===== src/rtl/draw_pkg.sv =====
// Shared drawing definitions: FSM state encoding, default screen and bus
// geometry, and named 3-bit colours.
package draw_pkg;

  typedef enum logic [1:0] {
    ST_IDLE = 2'd0,
    ST_DRAW = 2'd1,
    ST_DONE = 2'd2
  } state_e;

  localparam int DEF_SCREEN_W = 640;
  localparam int DEF_SCREEN_H = 480;
  localparam int DEF_ADDR_W   = 19;
  localparam int DEF_COLOR_W  = 3;
  localparam int DEF_DIM_W    = 10;

  localparam logic [2:0] COLOR_BLACK   = 3'b000;
  localparam logic [2:0] COLOR_BLUE    = 3'b001;
  localparam logic [2:0] COLOR_GREEN   = 3'b010;
  localparam logic [2:0] COLOR_CYAN    = 3'b011;
  localparam logic [2:0] COLOR_RED     = 3'b100;
  localparam logic [2:0] COLOR_MAGENTA = 3'b101;
  localparam logic [2:0] COLOR_YELLOW  = 3'b110;
  localparam logic [2:0] COLOR_WHITE   = 3'b111;

endpackage


===== src/rtl/rect_addr_gen.sv =====
// Rectangle address generator: column/row counters and running row base.
// Optional macro RECT_FILL_CLIP_EN enables the off-screen pixel compare.
// Ports:
//   clock, resetn    clock and async active-low reset
//   load             start a new rectangle at (x_in, y_in)
//   advance          step to the next pixel
//   x_in, y_in       origin, used only on load
//   w_q, h_q         latched rectangle size
//   addr             framebuffer address of the current pixel
//   pix_valid        current pixel is on screen (always 1 without clipping)
//   last_pix         current pixel is the last of the rectangle
module rect_addr_gen import draw_pkg::*; #(
  parameter int SCREEN_W = DEF_SCREEN_W,
  parameter int SCREEN_H = DEF_SCREEN_H,
  parameter int ADDR_W   = DEF_ADDR_W,
  parameter int DIM_W    = DEF_DIM_W
) (
  input  logic              clock,
  input  logic              resetn,
  input  logic              load,
  input  logic              advance,
  input  logic [DIM_W-1:0]  x_in,
  input  logic [DIM_W-1:0]  y_in,
  input  logic [DIM_W-1:0]  w_q,
  input  logic [DIM_W-1:0]  h_q,
  output logic [ADDR_W-1:0] addr,
  output logic              pix_valid,
  output logic              last_pix
);

  if (SCREEN_W < 1 || SCREEN_H < 1) begin : g_bad_screen
    $error("rect_addr_gen: screen dimensions must be positive");
  end

  logic [DIM_W-1:0]  col, row;
  logic [ADDR_W-1:0] row_base;
  logic              col_last, row_last;

  assign col_last = (col == w_q - DIM_W'(1));
  assign row_last = (row == h_q - DIM_W'(1));
  assign last_pix = col_last && row_last;
  assign addr     = row_base + ADDR_W'(col);

  // Only the low ADDR_W bits of y*SCREEN_W + x matter, so the multiply is
  // done directly at address width.
  always_ff @(posedge clock or negedge resetn) begin
    if (!resetn) begin
      col      <= '0;
      row      <= '0;
      row_base <= '0;
    end else if (load) begin
      col      <= '0;
      row      <= '0;
      row_base <= ADDR_W'(y_in) * ADDR_W'(SCREEN_W) + ADDR_W'(x_in);
    end else if (advance) begin
      if (col_last) begin
        col      <= '0;
        row      <= row + DIM_W'(1);
        row_base <= row_base + ADDR_W'(SCREEN_W);
      end else begin
        col <= col + DIM_W'(1);
      end
    end
  end

`ifdef RECT_FILL_CLIP_EN
  // Screen coordinates tracked alongside col/row, one bit wider so the
  // sum cannot overflow before the compare.
  logic [DIM_W:0]   px, py;
  logic [DIM_W-1:0] x_start;

  always_ff @(posedge clock or negedge resetn) begin
    if (!resetn) begin
      px      <= '0;
      py      <= '0;
      x_start <= '0;
    end else if (load) begin
      px      <= {1'b0, x_in};
      py      <= {1'b0, y_in};
      x_start <= x_in;
    end else if (advance) begin
      if (col_last) begin
        px <= {1'b0, x_start};
        py <= py + (DIM_W+1)'(1);
      end else begin
        px <= px + (DIM_W+1)'(1);
      end
    end
  end

  assign pix_valid = (px < (DIM_W+1)'(SCREEN_W)) && (py < (DIM_W+1)'(SCREEN_H));
`else
  assign pix_valid = 1'b1;
`endif

endmodule


===== src/rtl/rect_fill_engine.sv =====
// Rectangle fill engine: writes a WxH block of one colour into the
// framebuffer, one pixel per accepted write, with start/busy/done handshake.
// Optional macro RECT_FILL_CLIP_EN suppresses writes to off-screen pixels.
// Ports:
//   clock, resetn    clock and async active-low reset
//   start            fill request, sampled only when idle
//   x, y, w, h       origin and size, latched on accepted start
//   color            fill colour, latched on accepted start
//   busy             fill in progress
//   done             one-cycle pulse at end of fill
//   mem_waddr/wdata  framebuffer write address/data
//   mem_wenable      write strobe; accepted when mem_ready is high
//   mem_ready        framebuffer write accept
//
// state | meaning
// IDLE  | waiting for start
// DRAW  | presenting pixels, advancing on accept (or clipped pixel)
// DONE  | one-cycle done pulse
module rect_fill_engine import draw_pkg::*; #(
  parameter int SCREEN_W = DEF_SCREEN_W,
  parameter int SCREEN_H = DEF_SCREEN_H,
  parameter int ADDR_W   = DEF_ADDR_W,
  parameter int COLOR_W  = DEF_COLOR_W,
  parameter int DIM_W    = DEF_DIM_W
) (
  input  logic               clock,
  input  logic               resetn,
  input  logic               start,
  input  logic [DIM_W-1:0]   x,
  input  logic [DIM_W-1:0]   y,
  input  logic [DIM_W-1:0]   w,
  input  logic [DIM_W-1:0]   h,
  input  logic [COLOR_W-1:0] color,
  output logic               busy,
  output logic               done,
  output logic [ADDR_W-1:0]  mem_waddr,
  output logic [COLOR_W-1:0] mem_wdata,
  output logic               mem_wenable,
  input  logic               mem_ready
);

  localparam logic [1:0] S_IDLE = ST_IDLE;
  localparam logic [1:0] S_DRAW = ST_DRAW;
  localparam logic [1:0] S_DONE = ST_DONE;

  logic [1:0]         state;
  logic [DIM_W-1:0]   w_q, h_q;
  logic [COLOR_W-1:0] color_q;
  logic               load, advance, pix_valid, last_pix;
  logic [ADDR_W-1:0]  addr;

  assign busy        = (state == S_DRAW);
  assign done        = (state == S_DONE);
  assign load        = (state == S_IDLE) && start;
  // Clipped pixels step on without waiting for the framebuffer.
  assign advance     = busy && (mem_ready || !pix_valid);
  assign mem_wenable = busy && pix_valid;
  assign mem_waddr   = busy ? addr : '0;
  assign mem_wdata   = color_q;

  always_ff @(posedge clock or negedge resetn) begin
    if (!resetn) begin
      state   <= S_IDLE;
      w_q     <= '0;
      h_q     <= '0;
      color_q <= '0;
    end else begin
      case (state)
        S_IDLE: if (start) begin
          w_q     <= w;
          h_q     <= h;
          color_q <= color;
          state   <= (w == '0 || h == '0) ? S_DONE : S_DRAW;
        end
        S_DRAW: if (advance && last_pix) state <= S_DONE;
        S_DONE: state <= S_IDLE;
        default: state <= S_IDLE;
      endcase
    end
  end

  rect_addr_gen #(
    .SCREEN_W (SCREEN_W),
    .SCREEN_H (SCREEN_H),
    .ADDR_W   (ADDR_W),
    .DIM_W    (DIM_W)
  ) u_addr_gen (
    .clock     (clock),
    .resetn    (resetn),
    .load      (load),
    .advance   (advance),
    .x_in      (x),
    .y_in      (y),
    .w_q       (w_q),
    .h_q       (h_q),
    .addr      (addr),
    .pix_valid (pix_valid),
    .last_pix  (last_pix)
  );

endmodule


===== config.mk =====
export PLATFORM = sky130hd
export DESIGN_NAME = rect_fill_engine
export DESIGN_NICKNAME = d
export VERILOG_FILES = /design/src/rtl/draw_pkg.sv /design/src/rtl/rect_addr_gen.sv /design/src/rtl/rect_fill_engine.sv
export SDC_FILE = /design/constraint.sdc
export NUM_CORES = 1
export LEC_CHECK = 0
export ABC_AREA = 1
export CORE_MARGIN = 5
export CORE_UTILIZATION = 44
export DETAILED_ROUTE_END_ITERATION = 8
export GPL_TIMING_DRIVEN = 0
export PLACE_DENSITY = 0.68
export SETUP_SLACK_MARGIN = 0.2
export SYNTH_ARGS = -nofsm -noshare
export SYNTH_HDL_FRONTEND = slang
export SYNTH_HIERARCHICAL = 1
export SYNTH_SLANG_ARGS = --single-unit

===== constraint.sdc =====
create_clock -name clock -period 3.1 [get_ports clock]
set_clock_uncertainty 0.2 [all_clocks]
set_input_delay 0.465 -clock clock [delete_from_list [all_inputs] [get_ports clock]]
set_output_delay 0.465 -clock clock [all_outputs]
set_load 0.01 [all_outputs]

* After elaboration in Yosys (flattened, before gate mapping)
Cells that the tools add are included.
W data, S select, Z words.
** Word-level totals
- Output and inout bits :: 25
- Logic and storage cells :: 48
- Input port bits :: 47
- Flip-flop bits (word level) :: 64
** Operators by class
- Reduce and logical (&&, ||, !) cells :: 13
- Muxes and demuxes :: 14
- Multiply operators :: 1
- Equal/unequal tests :: 6
- Add/subtract/negate cells :: 7
** Operators with widths (number)
- $mux W19 :: 4
- $mux W10 :: 6
- $add A19 B10 Y19 :: 2
- $add A10 B1 Y10 const B :: 2
- $eq A10 B10 Y1 :: 2
- $logic_not A10 Y1 :: 2
- $sub A10 B1 Y10 const B :: 2
- $add A19 B10 Y19 const B :: 1
- $mul A10 B3 Y12 const B :: 1
- $mux W2 :: 3
- $reduce_and A2 Y1 :: 3
- $logic_and A1 B1 Y1 :: 4
- $pmux W2 S2 :: 1
- $reduce_bool A2 Y1 :: 2
- $eq A2 B1 Y1 const B :: 1
- $eq A2 B2 Y1 const B :: 1
- $logic_not A2 Y1 :: 1
- $ne A2 B1 Y1 const B :: 1
- $ne A2 B2 Y1 const B :: 1
- $logic_or A1 B1 Y1 :: 1

* Logic depth before layout (Yosys ltp)
Gate-level depths: netlist of the first run.
- Word-level depth :: 6
- Mapped depth :: 16
- Mapped depth without buffers :: 16

* By module
The synthesis of the first run kept the hierarchy.
** Modules (own cells, without submodules)
- rect_addr_gen :: area each 4146.5 um2, cells an instance 634, sequential area each 975.9 um2, instances 1
- rect_fill_engine :: area each 1302.5 um2, cells an instance 176, sequential area each 625.6 um2, instances 1

* Worst setup path before layout of the first run
Ideal clock, no wire load.
- Kind :: input to register
- From :: input port y[1]
- To :: register u_addr_gen.row_base[18]
- Slack :: 410 ps
- Stages :: 13
- Path buffers :: 0
- Arrival :: 2374 ps
- Library setup time :: 117 ps
- Data required time :: 2783 ps
- Cell sequence :: ha_1 -> ha_1 -> fa_1 -> xor2_1 -> inv_1 -> nor2_1 -> nand3_1 -> nor2_1 -> nand3_1 -> nand3_1 -> nand2_1 -> nand2_1 -> nand2_1
** Between the ends
- Longest elaborated chain between the ends :: 3
** Ends and longest elaborated chain
- from (decl) :: RTL line rect_fill_engine.sv:30 : input logic [DIM_W-1:0] y,
- $mul A10 B3 Y12 :: RTL line rect_addr_gen.sv:54 : row_base <= ADDR_W'(y_in) * ADDR_W'(SCREEN_W) + ADDR_W'(x_in);
- $add A19 B10 Y19 :: RTL line rect_addr_gen.sv:54
- $mux W19 :: RTL line rect_addr_gen.sv:51 : end else if (load) begin
- to (signal assigned) :: RTL line rect_addr_gen.sv:54
- to (signal assigned) :: RTL line rect_addr_gen.sv:59 : row_base <= row_base + ADDR_W'(SCREEN_W);
- to (decl) :: RTL line rect_addr_gen.sv:36 : logic [ADDR_W-1:0] row_base;
Every way passes these cells.
A chain may end at the register's enable or synchronous reset.

* Final worst setup path of the first run
- From :: register u_addr_gen.col[0]
- To :: output port mem_waddr[16]
** Between the ends
- Longest elaborated chain between the ends :: 2
** Ends and longest elaborated chain
- from (decl) :: RTL line rect_addr_gen.sv:35 : logic [DIM_W-1:0] col, row;
- from (signal assigned) :: RTL line rect_addr_gen.sv:61 : col <= col + DIM_W'(1);
- $add A19 B10 Y19 :: RTL line rect_addr_gen.sv:42 : assign addr = row_base + ADDR_W'(col);
- via addr[16] :: RTL line rect_fill_engine.sv:50 : logic [ADDR_W-1:0] addr;
- $mux W19 :: RTL line rect_fill_engine.sv:58 : assign mem_waddr = busy ? addr : '0;
- to (decl) :: RTL line rect_fill_engine.sv:36 : output logic [ADDR_W-1:0] mem_waddr,
The timed path passes the listed nets, and every way through them passes these cells.

==> run summary, run 1 <==
Post-route ant nets: 0
Period minus WS final: 3.03 ns
Library cells used by synthesis: 42
Fin nets: 1,000
Post-CTS Hold Fix Bufs: 0
Worst slew margin: 0.437
Count of final setup violators: 0
Leakage: 3.58 nW
Initial DRC count: 342
Rows: 40
Yosys Warn Count: 6
First-pass GRT wire length: 23,100 µm
DR pass1 iterations: 7
Unrepaired setup endpoints after global routing: yes
Met2 wire length: 6580 µm
Skew-Pair Late Insertion Delay: 0.33 ns
Area leader, netlist: dfrtp_1
Vias in the first global route: 4,982
Clock transition at the registers of the reported paths: 0.06 ns
Peak supply drop: 0.306 mV
Met3 wire length: 540 µm
WHS: 0.0194 ns
Antenna violations before repair: 0
Drt drc: 0
CP startpoint kind: flop
Worst Reg-to-Reg Cells: 11
DPL Wire Length: 9910 µm
Status: complete, no violations
Worst slew pin tran: 0.845 ns
Global route overflow: 0
Avg Inst Size Synth: 6.73 µm²
Syn_nets: 894
HP Class: in2async
Vias/cell: 4.76
Initial Util: 0.452
Routed WL: 13,900 µm
Pwr per Cell Area: 836 nW/µm²
M1 WL: 6540 µm
Io pins: 72
Critical path fanouts, max: 3
Max cap viols: 0
Mapped cell area: 5450 µm²
Die width: 121 µm
Worst setup EP type: output pin
Max Used Layer: met4
Synth area leaders: dfrtp_1 (29%), nand2_1 (19%), ha_1 (7.8%)
Worst reg2reg startpoint: state[1]$_DFFE_PN0P_
Placed cell count: 1,049
Die Area: 14,700 µm²
Tot GR Track Use: 0.192
Layout fillers: 1,154
Die H: 121 µm
Area growth syn-to-layout: 30.6%
Clk sink count: 64
TritonCTS Buffers: 9
Final hold violation count: 0
F_max: 330 MHz
Vias: 5,184
CTS H-tree depth: 3
GP Congestion: 0.851
Layout cell share with drive strength beyond 1: 0.173
Seq/Total Area, Yosys: 0.294
Worst Path Arrival: 2.36 ns
Largest net degree at the start of global routing: 65
Post-Layout Cell Count: 1,089
R2R Path End: u_addr_gen/row_base[15]$_DFFE_PN0P_
#FFs+latches synth: 64
Root Driver: clkbuf_16
Post-synthesis cell count: 810
Max Buffers Root-to-Sink: 2
Ant diodes: 0
Kind of critical path: reg2out
Tcrit/Tclk final: 0.977
Slew Viols, Final: 0
CTS tree: built
Yosys top cell area share: 0.294
IO Port Bufs: 71
R2r setup slk: 0.50 ns
CP required: 2.43 ns
Core footprint: 12,100 µm²
Routed wire length per instance: 12.7 µm
==> Yosys cell counts <==
library cell and number:
o21ai_0 19, nand4_1 13, nand2_1 280, inv_1 101, a21o_1 1, nand3b_1 7
o22ai_1 1, nor2_4 4, buf_2 4, nand2_2 5, o32ai_1 1, buf_4 2
ha_1 34, a21boi_0 2, and2_1 2, dfrtp_1 64, nor2_2 5, nor3b_1 1
nand3_4 1, nand2_4 1, nor2_1 96, xnor2_1 18, conb_1 1, o21ai_1 3
o21bai_1 1, inv_2 4, nor3_1 7, a22oi_1 2, o21a_1 1, xor2_1 39
a21oi_1 20, a21oi_4 1, inv_4 1, or2_2 2, a31oi_1 3, buf_1 1
clkbuf_1 6, mux2i_1 1, fa_1 3, nand3_1 38, o21ai_2 9, buf_6 5
==> state kept, by name (all words and copies together) (netlist names) <==
name,flops
u_addr_gen/row_base,19
h_q,10
u_addr_gen/col,10
u_addr_gen/row,10
w_q,10
mem_wdata,3
state,2
==> logic make-up (layout without fill, tap and decap cells) <==
family	count (synthesis)	in the layout	share of synthesized area
simple gates	462	462	0.356
buf+inv	124	235	0.0951
compound gates	64	64	0.0719
flops	64	64	0.294
xor+xnor	57	57	0.0916
fa+ha+maj	37	37	0.0891
other cells	1	1	0.000688
mux	1	1	0.00184
==> layout by cell type, fill, tap and decap left out, types with 8 or more instances in the layout <==
master           synthesis  layout
nand2_1                280     274
inv_1                  101     100
nor2_1                  96      90
dfrtp_1                 64      51
clkdlybuf4s50_1          0      48
xor2_1                  39      38
nand3_1                 38      34
buf_4                    2      26
ha_1                    34      20
xnor2_1                 18      18
o21ai_0                 19      14
buf_2                    4      13
o21ai_2                  9      13
nand4_1                 13      13
dfrtp_2                  0      13
ha_4                     0      12
nand2_2                  5      11
a21oi_1                 20      11
nor2_2                   5       9
clkbuf_16                0       9
a21oi_2                  0       9
clkbuf_1                 6       8
==> critical path: stages (launching register included) <==
cell and delay (ns):
dfrtp_2 0.41, ha_4 0.16, inv_2 0.04, fa_2 0.36, nand3b_1 0.27, a21oi_2 0.22, buf_4 0.13, nand2_2 0.04
xor2_1 0.15, inv_1 0.05, nor2_1 0.08, buf_2 0.13
==> area by class of cell <==
class / count / area (µm²) / share of cell area
flip-flops and latches: 64 / 1620 / 0.227
well taps: 168 / 210 / 0.0295
clock buffers: 11 / 233 / 0.0327
repair buffers: 95 / 835 / 0.117
multi-input cells: 622 / 3640 / 0.512
inverters: 106 / 400 / 0.0563
clock inverters: 5 / 57.6 / 0.00809
plain buffers: 18 / 118 / 0.0165
==> through the flow <==
stage / utilization / setup TNS [ns] / area [µm²] / setup WS (ns) / total power (W)
3_3_place_gp: 0.528 / -61.34 / 6370 / -0.925 / 0.00461
6_report: 0.590 / 0 / 7110 / 0.0724 / 0.00595
3_5_place_dp: 0.528 / -2.56 / 6370 / -0.400 / 0.00466
4_1_cts: 0.578 / 0 / 6970 / 0.0733 / 0.00585
2_1_floorplan: - / 0 / 5450 / 0.410 / 0.00369
5_1_grt: 0.590 / -0.112 / 7110 / -0.0595 / 0.00651
==> report_power, final <==
part / internal, W / leakage, nW / switching [W]
clock network: 0.000621 / 0.132 / 0.000375
logic: 0.00148 / 2.65 / 0.00190
registers: 0.00118 / 0.801 / 0.000392
==> per-layer routing <==
metal,global-route usage,vias to the layer above
met5,0,-
met4,0.0490,0
met3,0.0214,17
met2,0.323,107
met1,0.265,2327
li1,-,2733
==> how the worst max path moves through the flow <==
stage	start	endpoint	slack, ns	cells after the start
floorplan	y[1]	u_addr_gen/row_base[18]$_DFFE_PN0P_	0.41	13
global placement	resetn	u_addr_gen/row_base[1]$_DFFE_PN0P_	-0.93	1
detailed placement	y[1]	u_addr_gen/row_base[18]$_DFFE_PN0P_	-0.40	14
CTS	u_addr_gen/col[0]$_DFFE_PN0P_	mem_waddr[8]	0.07	11
global route	u_addr_gen/col[0]$_DFFE_PN0P_	mem_waddr[16]	-0.06	11
finish	u_addr_gen/col[0]$_DFFE_PN0P_	mem_waddr[16]	0.07	11
==> timing repair <==
action | 4_1_cts | 5_1_grt
buffers inserted | 16 | 8
gates resized for setup | 97 | 36
pin swaps | 20 | 19
endpoints found under the setup margin | 22 | 19
gates cloned | 0 | 0
Power figures use the tool's default switching activity.
==> run 2: changes to the inputs <==
CORE_MARGIN = 2   (was 5)
CORE_UTILIZATION = 30   (was 44)
PLACE_DENSITY = 0.51   (was 0.68)
==> run summary, run 2 (synthesized netlist as in run 1, its figures left out) <==
Status: complete, no violations
GP Congestion: 0.817
Core footprint: 17,900 µm²
Critical path fanouts, max: 5
Layout cell share with drive strength beyond 1: 0.178
Count of final setup violators: 0
Kind of critical path: reg2out
Worst slew pin tran: 0.554 ns
WHS: 0.280 ns
Initial DRC count: 254
Routed wire length per instance: 12.4 µm
Clk sink count: 64
CTS tree: built
Largest delay share family, worst path: compound AO/OA/AOI/OAI gates
Pwr per Cell Area: 828 nW/µm²
Max cap viols: 0
Tot GR Track Use: 0.152
Post-route ant nets: 0
Commonest non-fill, non-tap cell in the layout: nand2_1
Vias/cell: 4.44
Die H: 139 µm
Ant diodes: 0
CP startpoint kind: flop
Worst-path cell chain: ha_4 -> a21oi_1 -> o21ai_1 -> a21oi_2 -> buf_4 -> a21oi_4 -> nand2_2 -> xor2_1 -> inv_1 -> nor2_1 -> buf_2
Root Driver: clkbuf_16
Antenna violations before repair: 0
Clock transition at the registers of the reported paths: 0.06 ns
Total net switching power: 0.00270 W
Skew-Pair Late Insertion Delay: 0.34 ns
Tcrit/Tclk final: 0.983
Drt drc: 0
Worst Path Arrival: 2.38 ns
Worst slew margin: 0.631
Logic pwr share: 0.560
Largest register by flop count: u_addr_gen/row_base
HP Class: reg2reg
Placed cell count: 1,111
CTS H-tree depth: 3
Die Area: 19,300 µm²
Overall power: 0.00605 W
Area growth syn-to-layout: 34.0%
Layout fillers: 1,875
Setup TNS: 0 ns
Largest net degree at the start of global routing: 57
Routed WL: 14,400 µm
Peak supply drop: 0.529 mV
Post-Layout Cell Count: 1,154
Slew Viols, Final: 0
Number of flip-flops in the largest register: 19
Max Buffers Root-to-Sink: 2
DPL Wire Length: 10,700 µm
DR pass1 iterations: 4
Sw frac: 0.446
Vias in the first global route: 4,968
Worst setup EP type: output pin
Final hold violation count: 0
First-pass GRT wire length: 24,100 µm
Die width: 139 µm
Initial Util: 0.304
Fin nets: 1,004
P_int: 0.00335 W
Max incr delay on CP: 0.45 ns
Unrepaired setup endpoints after global routing: yes
Sequential share of power: 0.260
Clock Power Share: 0.180
Io pins: 72
Most frequent cells in the layout: nand2_1 (273), inv_1 (99), nor2_1 (88)
Crit-path slowest cell: dfrtp_2
Buffers and inverters on the worst path: 3
IO Port Bufs: 71
Global route overflow: 0
CP required: 2.43 ns
Rows: 49
TritonCTS Buffers: 9
Leakage: 3.61 nW
Vias: 5,122
F_max: 328 MHz
Period minus WS final: 3.05 ns
## run 2: changes by cell type in the layout (fill, tap and decap cells not counted), sizes merged, moves of 2 or more
cell and delta:
clkdlybuf4s50 +3, dlymetal6s2s -2, inv +2, buf +3
## run 2: timing repair
item / CTS / global route
endpoints found under the hold margin: 8 / 0
endpoints found under the setup margin: 22 / 16
hold buffers: 1 / 0
resized for setup: 93 / 42
pin swaps: 20 / 27
buffers inserted: 17 / 9
## run 2: final cells by class
cell class                      count  area (µm²)  share of cell area
Multi-Input combinational cell    622        3670               0.503
Sequential cell                    64        1620               0.222
Tap cell                          229         287              0.0392
Buffer                             18         118              0.0161
Clock inverter                      5        62.6             0.00857
Inverter                          106         400              0.0548
Timing Repair Buffer               99         895               0.122
Clock buffer                       11         253              0.0346
## run 2: metal layers
layer	share of wire	vias up	track usage
li1	-	2736	-
met1	0.50	2290	0.214
met2	0.45	78	0.238
met3	0.031	18	0.0231
met4	0.015	0	0.0526
met5	0	-	0
## run 2: path summary, 6_finish.rpt
kind                                                       end  depth (start not counted)                     startpoint  slack [ns]
setup / recovery                                 mem_waddr[16]                         11  u_addr_gen/col[5]$_DFFE_PN0P_        0.05
hold / removal                        mem_wdata[2]$_DFFE_PN0P_                          2       mem_wdata[2]$_DFFE_PN0P_        0.28
setup reg to reg           u_addr_gen/row_base[10]$_DFFE_PN0P_                         11           state[1]$_DFFE_PN0P_        0.40
hold reg to reg                       mem_wdata[2]$_DFFE_PN0P_                          2       mem_wdata[2]$_DFFE_PN0P_        0.28
max in group asynchronous        u_addr_gen/col[7]$_DFFE_PN0P_                          3                         resetn        1.83
min in group asynchronous             mem_wdata[0]$_DFFE_PN0P_                          2                         resetn        0.31
## run 2: through the flow
| step | utilization | setup WS, ns | instance area [µm²] |
|---|---|---|---|
| after global routing | 0.408 | -0.0291 | 7300 |
| after CTS | 0.397 | 0.0441 | 7110 |
| after floorplan | - | 0.410 | 5450 |
| after global placement | 0.360 | -1.12 | 6450 |
| final | 0.408 | 0.0516 | 7300 |
| after detailed placement | 0.361 | -0.386 | 6470 |
## run 2: power groups by stage
stage | Sequential, W | Combinational [W] | Clock [W]
finish | 0.00157 | 0.00339 | 0.00109
global route | 0.00162 | 0.00385 | 0.00114
CTS | 0.00158 | 0.00331 | 0.00112
detailed placement | 0.00158 | 0.00313 | 0
global placement | 0.00158 | 0.00311 | 0
floorplan | 0.00147 | 0.00222 | 0
## run 2: tightest hold or removal path: stages, from the launching register on
cell and delay, ns:
dfrtp_1 0.34, nand2_1 0.05, nand2_1 0.06
